--- src/rtl/ghr_spec_queue.sv ---
`default_nettype none
// ============================================================================
// Module   : ghr_spec_queue
// Purpose  : Speculative global-history register with an in-order checkpoint
//            queue and a committed (architectural) history. Predictions push
//            a checkpoint and shift the speculative GHR. Resolutions retire
//            the oldest checkpoint. A misprediction rebuilds both histories
//            from the checkpoint and flushes every younger entry.
// Revision : 1.0 - initial release
// ============================================================================
module ghr_spec_queue #(
    parameter int GHR_W = 20,
    parameter int MAX_B = 8,
    parameter int DEPTH = 8,
    parameter int CNT_W = $clog2(MAX_B + 1),
    parameter int PTR_W = $clog2(DEPTH)
) (
    input  logic               clk,
    input  logic               rst,            // asynchronous, active-low
    input  logic               i_predValid,
    output logic               o_predReady,
    input  logic [CNT_W-1:0]   i_passBNum,
    input  logic               i_predictGotJ,
    output logic [GHR_W-1:0]   o_ghr,
    output logic [PTR_W-1:0]   o_tag,
    input  logic               i_resValid,
    input  logic               i_resErr,
    input  logic               i_resTaken,
    input  logic [CNT_W-1:0]   i_resBPos,
    output logic               o_resReady,
    output logic [GHR_W-1:0]   o_commitGhr,
    output logic [PTR_W:0]     o_count,
    output logic               o_empty,
    output logic               o_full
);

    localparam logic [CNT_W-1:0] c_max_b = CNT_W'(MAX_B);
    localparam logic [CNT_W-1:0] c_one   = CNT_W'(1);
    localparam logic [PTR_W:0]   c_depth = (PTR_W + 1)'(DEPTH);
    localparam logic [PTR_W-1:0] c_ptr_1 = PTR_W'(1);
    localparam logic [PTR_W:0]   c_cnt_1 = (PTR_W + 1)'(1);

    // Branch counts above MAX_B are saturated before use
    function automatic logic [CNT_W-1:0] f_clamp(input logic [CNT_W-1:0] n);
        return (n > c_max_b) ? c_max_b : n;
    endfunction

    // History shift: n-1 not-taken bits followed by the block outcome bit
    function automatic logic [GHR_W-1:0] f_shift(input logic [GHR_W-1:0] g,
                                                 input logic [CNT_W-1:0] n,
                                                 input logic             b);
        logic [CNT_W-1:0] n_c;
        n_c = f_clamp(n);
        if (n_c == '0)
            return g;
        return (g << n_c) | {{(GHR_W-1){1'b0}}, b};
    endfunction

    // Checkpoint storage (data only, no reset needed)
    logic [GHR_W-1:0] r_pre_ghr [DEPTH];
    logic [CNT_W-1:0] r_n       [DEPTH];
    logic             r_gotj    [DEPTH];

    logic [GHR_W-1:0] r_ghr;
    logic [GHR_W-1:0] r_commit;
    logic [PTR_W-1:0] r_wr;
    logic [PTR_W-1:0] r_rd;
    logic [PTR_W:0]   r_count;

    logic             w_full;
    logic             w_empty;
    logic             w_push;
    logic             w_pop;
    logic             w_err;
    logic             w_push_eff;
    logic [CNT_W-1:0] w_bpos;
    logic [GHR_W-1:0] w_ok_ghr;
    logic [GHR_W-1:0] w_err_ghr;

    assign w_full     = (r_count == c_depth);
    assign w_empty    = (r_count == '0);
    assign w_push     = i_predValid & ~w_full;
    assign w_pop      = i_resValid & ~w_empty;
    assign w_err      = w_pop & i_resErr;
    // A flush in the same cycle discards the incoming prediction
    assign w_push_eff = w_push & ~w_err;

    assign w_bpos     = (i_resBPos == '0) ? c_one : f_clamp(i_resBPos);
    assign w_ok_ghr   = f_shift(r_pre_ghr[r_rd], r_n[r_rd], r_gotj[r_rd]);
    assign w_err_ghr  = f_shift(r_pre_ghr[r_rd], w_bpos, i_resTaken);

    // Capture a checkpoint for every accepted prediction
    always_ff @(posedge clk) begin
        if (w_push_eff) begin
            r_pre_ghr[r_wr] <= r_ghr;
            r_n[r_wr]       <= f_clamp(i_passBNum);
            r_gotj[r_wr]    <= i_predictGotJ;
        end
    end

    // Histories, pointers and occupancy
    always_ff @(posedge clk or negedge rst) begin
        if (!rst) begin
            r_ghr    <= '0;
            r_commit <= '0;
            r_wr     <= '0;
            r_rd     <= '0;
            r_count  <= '0;
        end else if (w_err) begin
            r_ghr    <= w_err_ghr;
            r_commit <= w_err_ghr;
            r_rd     <= r_wr;
            r_count  <= '0;
        end else begin
            if (w_push_eff) begin
                r_ghr <= f_shift(r_ghr, i_passBNum, i_predictGotJ);
                r_wr  <= r_wr + c_ptr_1;
            end
            if (w_pop) begin
                r_commit <= w_ok_ghr;
                r_rd     <= r_rd + c_ptr_1;
            end
            if (w_push_eff && !w_pop)
                r_count <= r_count + c_cnt_1;
            else if (!w_push_eff && w_pop)
                r_count <= r_count - c_cnt_1;
        end
    end

    assign o_ghr       = r_ghr;
    assign o_commitGhr = r_commit;
    assign o_tag       = r_wr;
    assign o_count     = r_count;
    assign o_empty     = w_empty;
    assign o_full      = w_full;
    assign o_predReady = ~w_full;
    assign o_resReady  = ~w_empty;

endmodule
`default_nettype wire

--- config.mk ---
export PLATFORM = sky130hd
export DESIGN_NAME = ghr_spec_queue
export DESIGN_NICKNAME = d
export VERILOG_FILES = /design/src/rtl/ghr_spec_queue.sv
export SDC_FILE = /design/constraint.sdc
export NUM_CORES = 1
export LEC_CHECK = 0
export ABC_AREA = 1
export BUFFER_PORTS_ARGS = -buffer_cell sky130_fd_sc_hd__clkbuf_2
export CAP_MARGIN = 20
export CORE_ASPECT_RATIO = 2
export CORE_MARGIN = 4
export CORE_UTILIZATION = 50
export CTS_BUF_LIST = sky130_fd_sc_hd__clkbuf_16
export DETAILED_ROUTE_END_ITERATION = 7
export PLACE_DENSITY = 0.73
export SETUP_SLACK_MARGIN = 0.3
export SLEW_MARGIN = 15
export SYNTH_ARGS = -nofsm -noshare
export SYNTH_HDL_FRONTEND = slang
export SYNTH_SLANG_ARGS = --single-unit
--- constraint.sdc ---
create_clock -name clk -period 2.8 [get_ports clk]
set_input_delay 0.14 -clock clk [delete_from_list [all_inputs] [get_ports clk]]
set_output_delay 0.14 -clock clk [all_outputs]
set_load 0.02 [all_outputs]
==> results of run 1 <==
-- state kept, by name, indices dropped and copies added, names as in the netlist --
register and count:
r_pre_ghr 160, o_count 4, o_commitGhr 20, r_rd 3, r_n 32, o_ghr 20
r_gotj 8, o_tag 3
-- stage by stage --
stage               setup WS [ns]  hold WS (ns)  area [um^2]  cells  util (%)
global placement            0.232         0.153        14300   1977      54.1
detailed placement          0.188         0.161        14300   1977      54.1
finish                      0.328        0.0543        15300   2029      57.8
global route                0.234         0.102        15300   2029      57.8
floorplan                   0.128        -0.156        13500   1581         -
CTS                         0.296        0.0168        15000   2024      57.0
-- worst paths after layout --
| kind | from | endpoint | slack [ns] | cells after the start |
|---|---|---|---|---|
| max reg2reg | r_rd[0] | o_commitGhr[17] | 0.33 | 14 |
| max in group asynchronous | rst | o_commitGhr[17] | 1.74 | 3 |
| max | r_rd[0] | o_commitGhr[17] | 0.33 | 14 |
| min in group asynchronous | rst | o_tag[0] | 0.14 | 2 |
| min reg2reg | o_commitGhr[6] | o_commitGhr[6] | 0.51 | 2 |
| min | i_predictGotJ | r_gotj[7] | 0.05 | 1 |
-- synth_stat cells (2+ instances only) --
master / n / area (um^2)
nor2_1: 136 / 510
nand2_4: 3 / 33.8
a22oi_1: 3 / 22.5
o21ai_2: 5 / 43.8
o21ai_1: 18 / 90.1
and2_1: 3 / 18.8
xor2_1: 4 / 35.0
buf_6: 22 / 248
nor2_2: 2 / 12.5
a21oi_1: 29 / 145
nor2_4: 5 / 56.3
o211ai_1: 14 / 105
ha_1: 4 / 50.1
a221o_1: 2 / 20.0
a21boi_1: 4 / 30.0
buf_4: 9 / 67.6
clkbuf_1: 11 / 41.3
clkinv_1: 3 / 11.3
nand4_1: 11 / 68.8
nand3_1: 228 / 1140
buf_8: 2 / 30.0
edfxtp_1: 200 / 6010
o211ai_2: 3 / 37.5
o22ai_1: 3 / 18.8
nand3_2: 4 / 40.0
nand2_2: 12 / 75.1
o21ai_0: 71 / 355
inv_2: 13 / 48.8
inv_1: 154 / 578
or2_2: 2 / 12.5
o221ai_1: 3 / 26.3
o31ai_1: 2 / 15.0
dfrtp_1: 50 / 1250
buf_2: 29 / 145
nand2_1: 493 / 1850
a31oi_1: 9 / 56.3
-- metal layers --
metal  vias up  share of wire (%)  global-route usage (%)
met5         -                  0                       0
met4         0                8.3                    19.9
met1      5507                 32                    30.8
met2       602                 52                    52.7
met3       199                7.4                    4.12
li1       5400                  -                       -
-- logic make-up after synthesis --
kind of cell             count (synthesis)  synth area share (%)
multiplexers                             1                0.0745
adder cells (fa/ha/maj)                  5                 0.521
flip-flops                             250                  54.0
XOR/XNOR                                 5                 0.326
AND/OR/NAND/NOR                        902                  28.6
AO/OA/AOI/OAI                          171                  7.51
buffers and inverters                  247                  9.00
-- power breakdown --
part           internal (mW)  switching [mW]
logic                   3.39            7.44
registers               5.13           0.868
clock network           1.53            1.41
-- cell type report --
class | instances | area (um^2) | share of cell area (%)
repair buffers | 138 | 1120 | 7.36
inverters | 171 | 656 | 4.30
multi-input cells | 1084 | 5090 | 33.4
clock buffers | 23 | 576 | 3.77
well taps | 344 | 430 | 2.82
flip-flops and latches | 250 | 7260 | 47.6
clock inverters | 19 | 118 | 0.771
-- timing repair --
action                                 4_1_cts  5_1_grt
pin swaps                                    1        1
gates resized for setup                      3       33
hold buffers                                 2        0
setup endpoints to repair                    3       48
gates cloned                                 0        2
endpoints found under the hold margin       18        0
setup buffers                                3        3
==> flow_metrics.env, run 1 <==
export IMPL_clk_latency_ns=0.53
export IMPL_tightest_slew_ns=0.620
export IMPL_finalMaxSlewViolations=0
export IMPL_status="completed"
export IMPL_antenna_cells=0
export IMPL_slowest_delay_ns=0.54
export IMPL_cp_arrival_ns=2.88
export IMPL_avgSynthCellArea_um2=8.50
export IMPL_post_dp_hpwl_mm=31.3
export IMPL_fin_worst_skew_ns=0.0207
export IMPL_num_rows=84
export IMPL_die_y_um=240
export IMPL_grt_util_all_layers_pct=29.3
export IMPL_crit_buf_inv=3
export IMPL_cts_sinks=250
export IMPL_relSlewSlack_pct=58.2
export IMPL_antenna_found_initial=0
export IMPL_criticalPathCategory="reg2reg"
export IMPL_ys_seq_area_share_pct=54.0
export IMPL_gr_total_overflow=0
export IMPL_cp_max_fo=27
export IMPL_final_common_cell="nand2_1"
export IMPL_ys_ff_latch=250
export IMPL_crit_slowest_cell="dfrtp_4"
export IMPL_synth_edf_count=200
export IMPL_start_util_pct=51.0
export IMPL_drc=0
export IMPL_core_area_um2=26400
export IMPL_synth_async_reset_ratio_pct=20.0
export IMPL_timing_final_crit_share_pct=88.3
export IMPL_syn_to_final_growth_pct=13.5
export IMPL_ir_drop_mv=0.804
export IMPL_tritoncts="yes"
export IMPL_n_fill_cell=2329
export IMPL_die_w_um=124
export IMPL_cp_common_cell="nand2_1"
export IMPL_hold_viol_final=0
export IMPL_grt_pass1_vias=11316
export IMPL_syn_cell_area_um2=13400
export IMPL_min_path_type="in2reg"
export IMPL_cts_max_path_buffers=3
export IMPL_power_density_nw_per_um2=1300
export IMPL_synthFlopType="edfxtp_1"
export IMPL_period_minus_slack_ns=2.47
export IMPL_end_kind="flip-flop"
export IMPL_synth_nets=1601
export IMPL_crit_chain="buf_8 -> nand2_1 -> nand3_1 -> nand3_1 -> nand2_4 -> buf_4 -> buf_4 -> nand3_2 -> nand2_1 -> nand2_1 -> and2_1 -> or2_0 -> nand3_1 -> nand2_1"
export IMPL_grt_max_degree=60
export IMPL_wl_mm=43.7
export IMPL_io_buffer_count=65
export IMPL_timing_setup_tns_ns=0
export IMPL_crit_required_ns=3.21
export IMPL_firstDrtPassIters=7
export IMPL_rsz0062_at_grt="true"
export IMPL_io_pins=66
export IMPL_p_total_mw=19.8
export IMPL_grt_pass1_wl_mm=64.6
export IMPL_max_freq_ghz=0.405
export IMPL_p_leak_nw=6.79
export IMPL_antenna_left=0
export IMPL_syn_inst=1581
export IMPL_drtIter0Drc=911
export IMPL_final_net_count=1688
export IMPL_cap_violations=0
export IMPL_h_tree_depth=1
export IMPL_dieArea_um2=29700
export IMPL_final_cell_mix="nand2_1, nand3_1, edfxtp_1"
export IMPL_root_buffer="clkbuf_16"
export IMPL_vias=11708
export IMPL_cts_buffers=23
export IMPL_ys_warn_count=0
export IMPL_drive_gt1_share_pct=15.0
export IMPL_finalSetupViolCount=0
export IMPL_netlist_cell_type_count=51
export IMPL_crit_path_start_kind="flip-flop"
export IMPL_drt_vias_per_instance=5.77
export IMPL_path_clk_slew_ns=0.07
export IMPL_gp_congestion=1.04
export IMPL_cpLargestDelayFamily="simple AND/OR/NAND/NOR gates"
export IMPL_post_drt_wl_per_cell_um=21.5
Note: power is estimated with default switching activity, not from simulation.
==> run 2, diff against run 1 <==
- CELL_PAD_IN_SITES_DETAIL_PLACEMENT: not set -> 2
- CELL_PAD_IN_SITES_GLOBAL_PLACEMENT: not set -> 2
- CORE_MARGIN: 4 -> 10
- CORE_UTILIZATION: 50 -> 35
- PLACE_DENSITY: 0.73 -> 0.8
==> run 2 against run 1 <==
- global-route usage fell by 3.1 points
- largest power group unchanged
- design area rose by 12%
- register-to-register slack got worse by 0.14 ns
- critical path type unchanged
- combinational power rose by 44%
==> flow_metrics.env, run 2 (synthesis gave the netlist of run 1 again) <==
export IMPL_cp_arrival_ns=3.04
export IMPL_io_pins=66
export IMPL_timing_final_crit_share_pct=93.2
export IMPL_fin_worst_skew_ns=0.0170
export IMPL_grt_util_all_layers_pct=26.2
export IMPL_crit_path_start_kind="flip-flop"
export IMPL_relSlewSlack_pct=41.8
export IMPL_gr_total_overflow=0
export IMPL_start_util_pct=35.5
export IMPL_end_kind="flip-flop"
export IMPL_rsz0062_at_grt="true"
export IMPL_clk_latency_ns=0.57
export IMPL_crit_required_ns=3.23
export IMPL_cts_buffers=26
export IMPL_min_path_type="in2async"
export IMPL_cp_max_fo=16
export IMPL_drc=0
export IMPL_die_w_um=159
export IMPL_vias=13071
export IMPL_core_area_um2=37900
export IMPL_seqPwrFrac_pct=24.0
export IMPL_regMostFlops="r_pre_ghr"
export IMPL_r2r_end="o_commitGhr[16]"
export IMPL_syn_to_final_growth_pct=27.3
export IMPL_reg2regPathDepth=16
export IMPL_num_rows=101
export IMPL_timing_setup_tns_ns=0
export IMPL_wl_mm=66.8
export IMPL_grt_pass1_vias=14304
export IMPL_status="completed"
export IMPL_tritoncts="yes"
export IMPL_p_comb_share_pct=60.6
export IMPL_internal_power_mw=12.5
export IMPL_grt_pass1_wl_mm=91.9
export IMPL_whs_ns=0.0450
export IMPL_cap_violations=0
export IMPL_final_cell_mix="nand2_1, edfxtp_1, nand3_1"
export IMPL_grt_max_degree=36
export IMPL_drt_vias_per_instance=5.91
export IMPL_cts_max_path_buffers=3
export IMPL_p_total_mw=25.5
export IMPL_r2r_start="r_rd[0]"
export IMPL_final_net_count=1747
export IMPL_drive_gt1_share_pct=24.8
export IMPL_ir_drop_mv=0.849
export IMPL_power_share_switching_pct=51.0
export IMPL_n_fill_cell=4086
export IMPL_largest_reg_flops=160
export IMPL_power_density_nw_per_um2=1490
export IMPL_post_drt_wl_per_cell_um=30.2
export IMPL_root_buffer="clkbuf_16"
export IMPL_antenna_left=0
export IMPL_h_tree_depth=1
export IMPL_max_freq_ghz=0.383
export IMPL_finalSetupViolCount=0
export IMPL_drtIter0Drc=896
export IMPL_hold_viol_final=0
export IMPL_path_clk_slew_ns=0.08
export IMPL_final_common_cell="nand2_1"
export IMPL_io_buffer_count=65
export IMPL_antenna_found_initial=1
export IMPL_die_y_um=297
export IMPL_finalMaxSlewViolations=0
export IMPL_antenna_cells=0
export IMPL_instances_no_fill=2210
export IMPL_firstDrtPassIters=5
export IMPL_r2r_slack_ns=0.19
export IMPL_dp_cells=2098
export IMPL_period_minus_slack_ns=2.61
export IMPL_criticalPathCategory="reg2reg"
export IMPL_post_dp_hpwl_mm=42.8
export IMPL_cts_sinks=250
export IMPL_tightest_slew_ns=0.863
export IMPL_gp_congestion=0.966
export IMPL_p_clk_share_pct=15.4
export IMPL_p_leak_nw=7.52
export IMPL_largestRegisters="r_pre_ghr (160), r_n (32)"
export IMPL_dieArea_um2=47100
export IMPL_power_switching_mw=13.0
run 2: how the worst max path moves through the flow:
stage | startpoint | to | slack (ns)
finish | r_rd[0] | o_commitGhr[16] | 0.19
global placement | r_rd[0] | o_commitGhr[15] | -0.02
detailed placement | r_rd[0] | o_commitGhr[15] | -0.13
floorplan | o_count[0] | r_gotj[0] | 0.13
global route | r_rd[0] | o_commitGhr[16] | 0.12
CTS | r_rd[0] | o_commitGhr[15] | 0.26
run 2: what timing repair did:
action,4_1_cts,5_1_grt
gates resized for setup,56,171
pin swaps,17,51
endpoints found under the setup margin,28,236
setup buffers,22,25
cloned,7,8
hold buffers,2,0
hold endpoints to repair,17,0
run 2: layer usage:
layer | vias up | part of all wire (%) | routed length, um | GRT usage (%)
met5 | - | 0 | 0 | 0
met4 | 0 | 8.1 | 5380 | 16.8
met3 | 250 | 4.9 | 3280 | 3.50
met2 | 532 | 54 | 35800 | 49.4
met1 | 6769 | 33 | 22300 | 25.6
li1 | 5520 | - | - | -
run 2: through the flow:
step / setup WS, ns / instance area (um^2) / util [%]
6_report: 0.191 / 17100 / 45.1
5_1_grt: 0.125 / 17100 / 45.1
4_1_cts: 0.263 / 16100 / 42.4
3_5_place_dp: -0.126 / 14500 / 38.4
3_3_place_gp: -0.0226 / 14500 / 38.4
2_1_floorplan: 0.128 / 13500 / -
run 2: layout make-up:
class	instances	area, um^2	area share [%]
Sequential cell	250	7260	42.5
Multi-Input combinational cell	1086	5770	33.7
Timing Repair Buffer	190	1850	10.8
Inverter	171	688	4.02
Clock buffer	27	676	3.95
Tap cell	463	579	3.39
Clock inverter	21	248	1.45
Timing Repair inverter	2	25.0	0.146
run 2: power by group through the flow:
stage / logic [mW] / registers, mW / clock network [mW]
final: 15.5 / 6.12 / 3.93
after global routing: 16.3 / 6.17 / 4.09
after CTS: 12.9 / 6.05 / 3.93
after detailed placement: 11.5 / 6.13 / 0
after global placement: 11.1 / 6.04 / 0
after floorplan: 6.74 / 6.05 / 0
run 2: critical path, cell delays in order (launching register included):
cell and delay, ns:
dfrtp_4 0.50, buf_12 0.17, buf_16 0.17, nand2_2 0.08, nand3_1 0.13, nand2_1 0.10
nand2_1 0.07, nand2_2 0.10, inv_2 0.06, nand2_4 0.15, buf_4 0.16, clkbuf_16 0.16
nand3_1 0.11, nand3_1 0.11, nand2_1 0.06, nand2_1 0.19, a21oi_1 0.11
==> run 3, diff against run 2 <==
- CORE_MARGIN: 10 -> 2
==> run 3 against run 2 <==
- die area decreased by 15%
- sequential power about the same
- critical path type unchanged
- combinational power fell by 13%
- global-route usage rose by 1.6 points
- largest power group unchanged
==> flow_metrics.env, run 3 (synthesis gave the netlist of run 1 again) <==
export IMPL_max_freq_ghz=0.365
export IMPL_antenna_cells=0
export IMPL_io_buffer_count=65
export IMPL_final_cell_mix="nand2_1, nand3_1, edfxtp_1"
export IMPL_rsz0062_at_grt="true"
export IMPL_path_clk_slew_ns=0.08
export IMPL_post_dp_hpwl_mm=40.0
export IMPL_grt_max_degree=50
export IMPL_crit_slowest_cell="dfrtp_4"
export IMPL_regArea_um2=7260
export IMPL_cpLargestDelayFamily="simple AND/OR/NAND/NOR gates"
export IMPL_cp_common_cell="nand2_1"
export IMPL_largest_reg_flops=160
export IMPL_grt_pass1_vias=13514
export IMPL_status="completed"
export IMPL_dieArea_um2=40100
export IMPL_r2r_slack_ns=0.06
export IMPL_cts_sinks=250
export IMPL_cp_max_fo=11
export IMPL_hold_viol_final=0
export IMPL_antenna_left=0
export IMPL_cts_max_path_buffers=3
export IMPL_start_util_pct=35.5
export IMPL_die_w_um=143
export IMPL_end_kind="flip-flop"
export IMPL_gp_congestion=0.978
export IMPL_gr_total_overflow=0
export IMPL_final_net_count=1724
export IMPL_clk_latency_ns=0.56
export IMPL_io_pins=66
export IMPL_cp_arrival_ns=3.17
export IMPL_drive_gt1_share_pct=19.1
export IMPL_tightest_slew_ns=0.915
export IMPL_p_leak_nw=7.22
export IMPL_crit_required_ns=3.23
export IMPL_tritoncts="yes"
export IMPL_grt_pass1_wl_mm=82.6
export IMPL_fin_worst_skew_ns=0.0117
export IMPL_power_density_nw_per_um2=1420
export IMPL_root_buffer="clkbuf_16"
export IMPL_finalSetupViolCount=0
export IMPL_largestRegisters="r_pre_ghr (160), r_n (32)"
export IMPL_grt_util_all_layers_pct=27.8
export IMPL_slowest_delay_ns=0.53
export IMPL_crit_chain="clkinv_8 -> buf_12 -> buf_16 -> buf_4 -> nand2_1 -> nand3_1 -> nand2_1 -> nand2_1 -> nand2_4 -> nand2_1 -> nand3_1 -> nand2_2 -> nand2_1 -> nand2_1 -> nor2_2 -> nor2_1 -> a21oi_1"
export IMPL_crit_buf_inv=4
export IMPL_timing_final_crit_share_pct=97.8
export IMPL_ir_drop_mv=0.628
export IMPL_vias=12453
export IMPL_drtIter0Drc=757
export IMPL_cap_violations=0
export IMPL_min_path_type="in2reg"
export IMPL_preCtsSetupSlack_ns=0.163
export IMPL_core_area_um2=37900
export IMPL_num_rows=101
export IMPL_regMostFlops="r_pre_ghr"
export IMPL_firstDrtPassIters=5
export IMPL_n_fill_cell=4165
export IMPL_criticalPathCategory="reg2reg"
export IMPL_crit_path_start_kind="flip-flop"
export IMPL_finalMaxSlewViolations=0
export IMPL_finish_utilization_pct=43.1
export IMPL_wl_mm=60.3
export IMPL_die_y_um=281
export IMPL_drt_vias_per_instance=5.70
export IMPL_syn_to_final_growth_pct=21.7
export IMPL_antenna_found_initial=0
export IMPL_setup_ws_ns=0.0624
export IMPL_h_tree_depth=1
export IMPL_multiInputGateArea_um2=5400
export IMPL_post_drt_wl_per_cell_um=27.6
export IMPL_drc=0
export IMPL_relSlewSlack_pct=38.3
export IMPL_period_minus_slack_ns=2.74
export IMPL_cts_buffers=26
export IMPL_final_common_cell="nand2_1"
-- run 3: final cells by class --
class                           count  area share [%]
Timing Repair Buffer              168            9.85
Sequential cell                   250            44.4
Clock inverter                     18           0.895
Multi-Input combinational cell   1086            33.0
Inverter                          171            4.09
Tap cell                          463            3.54
Timing Repair inverter              1          0.0535
Clock buffer                       27            4.13
-- run 3: tightest hold or removal path, stage by stage --
cell      delay, ns
clkbuf_2       0.09
inv_1          0.04
nor2_1         0.05
inv_2          0.07
nand2_1        0.06
nand2_1        0.06
nand2_1        0.04
-- run 3: report_power, final --
part           leakage, nW  switching (mW)  internal, mW
Combinational         4.39            9.02          4.48
Sequential            2.42            1.01          5.14
Clock                0.414            1.58          1.93
-- run 3: per-stage QoR --
stage / power (mW) / TNS (ns) / hold WS, ns / cells / area (um^2)
final: 23.2 / 0 / 0.0467 / 2184 / 16400
after floorplan: 12.8 / 0 / -0.156 / 1581 / 13500
after global routing: 24.3 / -0.0375 / 0.0152 / 2184 / 16400
after CTS: 21.0 / 0 / 0.00626 / 2143 / 15400
after global placement: 16.7 / 0 / 0.213 / 2091 / 14500
after detailed placement: 17.1 / 0 / 0.211 / 2091 / 14500
-- run 3: final timing paths --
kind,startpoint,to,cells after the start
max,r_rd[0],o_commitGhr[10],17
min,i_resErr,o_tag[0],7
max reg2reg,r_rd[0],o_commitGhr[10],17
min reg2reg,o_commitGhr[3],o_commitGhr[3],2
max in group asynchronous,rst,o_ghr[4],3
min in group asynchronous,rst,o_count[2],2
-- run 3: layer usage --
metal  GRT usage (%)  routed length, um  up-vias
li1                -                  -     5477
met1            28.2              20800     6417
met2            54.8              33500      370
met3            2.86               2040      189
met4            14.3               4020        0
met5               0                  0        -
-- run 3: what timing repair did --
action,4_1_cts,5_1_grt
endpoints found under the setup margin,18,86
gates resized for setup,15,104
endpoints found under the hold margin,20,0
pin swaps,1,27
buffers inserted,4,32
hold buffers,2,0
gates cloned,1,9
